File: config.mk
export PLATFORM = sky130hd
export DESIGN_NAME = prog_loader
export DESIGN_NICKNAME = d
export VERILOG_FILES = /design/src/rtl/prog_loader.sv
export SDC_FILE = /design/constraint.sdc
export NUM_CORES = 1
export LEC_CHECK = 0
export BUFFER_PORTS_ARGS = -buffer_cell sky130_fd_sc_hd__buf_2
export CAP_MARGIN = 20
export CORE_UTILIZATION = 50
export CTS_CLUSTER_DIAMETER = 150
export DETAILED_ROUTE_END_ITERATION = 8
export PLACE_DENSITY = 0.84
export SLEW_MARGIN = 20
export SYNTH_ARGS = -nofsm -noshare
export SYNTH_HDL_FRONTEND = slang
export SYNTH_SLANG_ARGS = --single-unit
File: constraint.sdc
create_clock -name clk -period 3.7 [get_ports clk]
set_input_delay 0.555 -clock clk [delete_from_list [all_inputs] [get_ports clk]]
set_output_delay 0.555 -clock clk [all_outputs]
set_load 0.01 [all_outputs]
File: src/rtl/prog_loader.sv
// Program loader: streams an instruction segment then a data segment into the
// processor's external memory ports, then enables the CPU for a bounded run.
module prog_loader #(
    parameter int IMEM_WORDS = 512,
    parameter int DMEM_WORDS = 1024,
    parameter int RUN_CYCLES = 4096
) (
    input  logic        clk,
    input  logic        arst_n,
    input  logic        start,
    input  logic        s_valid,
    output logic        s_ready,
    input  logic [63:0] s_data,
    input  logic        s_last,
    input  logic        halt,
    output logic        cpu_enable,
    output logic [63:0] addr_ext,
    output logic        wen_ext,
    output logic        ren_ext,
    output logic [31:0] wdata_ext,
    output logic [63:0] addr_ext_2,
    output logic        wen_ext_2,
    output logic        ren_ext_2,
    output logic [63:0] wdata_ext_2,
    output logic        busy,
    output logic        done,
    output logic        err
);

    localparam int MAX_WORDS = (IMEM_WORDS > DMEM_WORDS) ? IMEM_WORDS : DMEM_WORDS;
    localparam int IDX_W     = $clog2(MAX_WORDS) + 1;
    localparam int CNT_W     = $clog2(RUN_CYCLES) + 1;

    typedef enum logic [2:0] {IDLE, LOAD_I, LOAD_D, RUN, DONE} state_t;

    state_t             state;
    state_t             state_next;
    logic [IDX_W-1:0]   idx;
    logic [CNT_W-1:0]   cnt;
    logic               accept;
    logic               overflow;
    logic               seg_end;

    assign accept    = s_valid & s_ready;
    assign ren_ext   = 1'b0;
    assign ren_ext_2 = 1'b0;

    always_ff @(posedge clk or negedge arst_n) begin
        if (!arst_n) begin
            state <= IDLE;
        end else begin
            state <= state_next;
        end
    end

    always_comb begin
        state_next = state;
        overflow   = 1'b0;
        seg_end    = 1'b0;
        case (state)
            IDLE, DONE: begin
                if (start) state_next = LOAD_I;
            end
            LOAD_I: begin
                if (accept) begin
                    overflow = !s_last && (idx == IDX_W'(IMEM_WORDS - 1));
                    seg_end  = s_last || overflow;
                    if (seg_end) state_next = LOAD_D;
                end
            end
            LOAD_D: begin
                if (accept) begin
                    overflow = !s_last && (idx == IDX_W'(DMEM_WORDS - 1));
                    seg_end  = s_last || overflow;
                    if (seg_end) state_next = RUN;
                end
            end
            RUN: begin
                if (halt || (cnt == CNT_W'(RUN_CYCLES - 1))) state_next = DONE;
            end
            default: state_next = IDLE;
        endcase
    end

    // Status flags are derived from the next state so they line up with the state register.
    always_ff @(posedge clk or negedge arst_n) begin
        if (!arst_n) begin
            s_ready     <= 1'b0;
            cpu_enable  <= 1'b0;
            busy        <= 1'b0;
            done        <= 1'b0;
            err         <= 1'b0;
            wen_ext     <= 1'b0;
            wen_ext_2   <= 1'b0;
            addr_ext    <= '0;
            addr_ext_2  <= '0;
            wdata_ext   <= '0;
            wdata_ext_2 <= '0;
            idx         <= '0;
            cnt         <= '0;
        end else begin
            s_ready    <= (state_next == LOAD_I) || (state_next == LOAD_D);
            cpu_enable <= (state_next == RUN);
            busy       <= (state_next != IDLE) && (state_next != DONE);
            done       <= (state_next == DONE);
            wen_ext    <= 1'b0;
            wen_ext_2  <= 1'b0;
            case (state)
                IDLE, DONE: begin
                    if (start) begin
                        idx <= '0;
                        cnt <= '0;
                        err <= 1'b0;
                    end
                end
                LOAD_I: begin
                    if (accept) begin
                        wen_ext   <= 1'b1;
                        addr_ext  <= 64'({idx, 2'b00});
                        wdata_ext <= s_data[31:0];
                        idx       <= seg_end ? '0 : idx + IDX_W'(1);
                        if (overflow) err <= 1'b1;
                    end
                end
                LOAD_D: begin
                    if (accept) begin
                        wen_ext_2   <= 1'b1;
                        addr_ext_2  <= 64'({idx, 3'b000});
                        wdata_ext_2 <= s_data;
                        idx         <= seg_end ? '0 : idx + IDX_W'(1);
                        if (overflow) err <= 1'b1;
                    end
                end
                RUN: begin
                    cnt <= cnt + CNT_W'(1);
                end
                default: ;
            endcase
        end
    end

endmodule
==> results.json <==
{
  "run_status": "complete, no violations",
  "fmax_mhz": 433,
  "finalHoldViolCount": 0,
  "clockBufferDepth": 2,
  "r2r_cells": 6,
  "fin_crit_ns": 2.31,
  "cp-start-kind": "register",
  "grt_pass1_wl_um": 23200,
  "die-area_um2": 14400,
  "post_cts_resized": 0,
  "cts_tree": "yes",
  "grt_setup_unrepaired": "false",
  "synth-seq-cells": 152,
  "synth_edf_count": 0,
  "grt_pass1_vias": 4487,
  "crit_path_max_incr_delay_ns": 0.44,
  "io_pins": 303,
  "place_congestion": 0.829,
  "hold_class": "in2async",
  "root_buffer": "clkbuf_16",
  "async_flop_share_pct": 100,
  "ctsHoldBuffers": 0,
  "drtIter0Drc": 158,
  "ir_worst_vdd_uv": 605,
  "leakage_uw": 0.00424,
  "crit_path_start": "idx[0]",
  "firstDrtPassIters": 5,
  "fin_util_pct": 62.0,
  "via_count": 4671,
  "worstPathMaxFanout": 7,
  "detail-route-antenna-nets": 0,
  "clock_sinks": 152,
  "path_delay_family": "simple AND/OR/NAND/NOR gates",
  "endpoint_kind": "register",
  "slowest_stage": "dfrtp_1",
  "cts.htree.levels": 4,
  "skew_ns": 0.0127,
  "worst-setup-path-type": "reg2reg",
  "io_buffer_count": 194,
  "synth_cell_types": 43,
  "syn_area_per_cell_um2": 12.5,
  "syn_inst": 556,
  "crit_arrival_ns": 2.67,
  "remaining_drc_errors": 0,
  "cp.depth": 6,
  "grt-ovfl-total": 0,
  "rrSetupSlack_ns": 1.39,
  "layout.cells.non_filler": 941,
  "drv_slew": 0,
  "timing.rr.end": "idx[0]",
  "p_per_area_nw_per_um2": 778,
  "crit_buf_inv": 0,
  "antenna_cells": 0,
  "syn_area_um2": 6940,
  "power.total_uw": 6460,
  "die_width_um": 120,
  "core_area_um2": 13400,
  "grt_max_degree": 86,
  "wl_um": 14300,
  "drive_gt1_share_pct": 45.9,
  "r2r_start": "idx[0]",
  "final_common_cell": "buf_2",
  "initial_core_util_pct": 51.8,
  "cts_setup_buffers": 0,
  "areaGrowthSynthToFinish_pct": 19.7,
  "fp-row-count": 42,
  "setup_viol": 0,
  "final_cell_mix": "193 x buf_2, 152 x dfrtp_1, 119 x mux2_2",
  "worstPathRequired_ns": 4.06,
  "ys_warn_count": 0,
  "max-cap-violations": 0,
  "numCtsBuffers": 17,
  "critPathCapture": "idx[0]",
  "maxSlewHeadroom_pct": 50.0,
  "timing.final.crit_share_pct": 62.4,
  "crit_chain": "ha_1 > and3_1 > and4_1 > a221o_1 > nor2_1 > mux2_2",
  "clkTransAtPathRegs_ns": 0.06,
  "clock_latency_ns": 0.42,
  "dp_cells": 909,
  "grtUsageTotal_pct": 21.2,
  "max_slew.worst_pin.slew_ns": 0.751,
  "synth_flop_cell": "dfrtp_1",
  "ys_seq_area_share_pct": 54.8,
  "viasPerCell": 4.96,
  "setup_tns_ns": 0,
  "post-dp-hpwl_um": 10200,
  "final_nets": 824,
  "grt_antenna_before_repair": 0,
  "die_h_um": 120,
  "wl_per_cell_um": 15.2
}
==> where the power goes <==
part	leakage, µW	total (µW)	internal [µW]	switching, µW
clock	0.000289	1750	1050	693
combinational	0.00200	2120	1020	1100
sequential	0.00195	2600	2260	336
total	0.00424	6460	4330	2130
==> through the flow <==
stage | area, µm² | hold slack (ns) | setup WS, ns
floorplan | 7340 | 0.259 | 1.65
global placement | 7700 | 0.474 | 1.38
detailed placement | 7700 | 0.480 | 1.37
CTS | 8310 | 0.211 | 1.38
global route | 8310 | 0.258 | 1.26
finish | 8310 | 0.183 | 1.39
==> routing by layer <==
layer | GRT usage, % | wire length [µm] | vias to the layer above
li1 | - | - | 2129
met1 | 24.3 | 5510 | 2298
met2 | 35.5 | 7300 | 219
met3 | 7.94 | 1210 | 25
met4 | 9.22 | 295 | 0
met5 | 0 | 0 | -
==> cell usage after synthesis, types with 3 or more instances <==
master,count,area share (%)
or3_1,3,0.27
buf_2,10,0.72
o21ai_0,18,1.3
o211ai_1,3,0.32
a22o_1,6,0.76
buf_4,109,12
nand3_1,16,1.2
a21oi_1,5,0.36
a31oi_1,3,0.27
nor2_1,22,1.2
nor3_1,5,0.36
clkbuf_1,8,0.43
nand4_1,6,0.54
nand2b_1,4,0.36
o21bai_1,3,0.32
inv_1,5,0.27
mux2_2,119,19
dfrtp_1,152,55
nor4_1,3,0.27
o31ai_1,3,0.32
nor2b_1,3,0.27
o21a_1,3,0.32
nand2_1,20,1.1
==> kinds of logic (layout without fill, tap and decap cells) <==
logic type	after synthesis	in the layout	share of synthesized area (%)
AO/OA/AOI/OAI	52	52	4.96
XOR/XNOR	1	1	0.126
adder cells (fa/ha/maj)	2	2	0.360
buffers and inverters	132	234	13.2
flip-flops	152	152	54.8
multiplexers	119	119	19.3
other	1	108	0.0540
AND/OR/NAND/NOR	97	97	7.18
==> how the worst min path moves through the flow <==
| stage | slack [ns] | end | cells past startpoint |
|---|---|---|---|
| global route | 0.26 | wdata_ext[1] | 1 |
| global placement | 0.47 | cnt[4] | 1 |
| finish | 0.18 | wdata_ext_2[5] | 1 |
| detailed placement | 0.48 | cnt[4] | 1 |
| floorplan | 0.26 | addr_ext[10] | 0 |
| CTS | 0.21 | wdata_ext_2[5] | 1 |
==> layout make-up <==
type | count | area, µm²
clock inverter | 12 | 140
clock buffer | 20 | 467
inverter | 5 | 18.8
fill | 1066 | 5090
timing repair buffer | 197 | 1020
multi-input combinational | 379 | 2630
tap | 176 | 220
sequential | 152 | 3800
==> sequential cells by signal, summed over array words and instances, names as in the netlist <==
signal / cells
done: 1
busy: 1
cnt: 13
addr_ext: 11
addr_ext_2: 11
wen_ext_2: 1
s_ready: 1
err: 1
idx: 11
cpu_enable: 1
wen_ext: 1
state: 3
wdata_ext: 32
wdata_ext_2: 64
(Power assumes the default switching activity.)
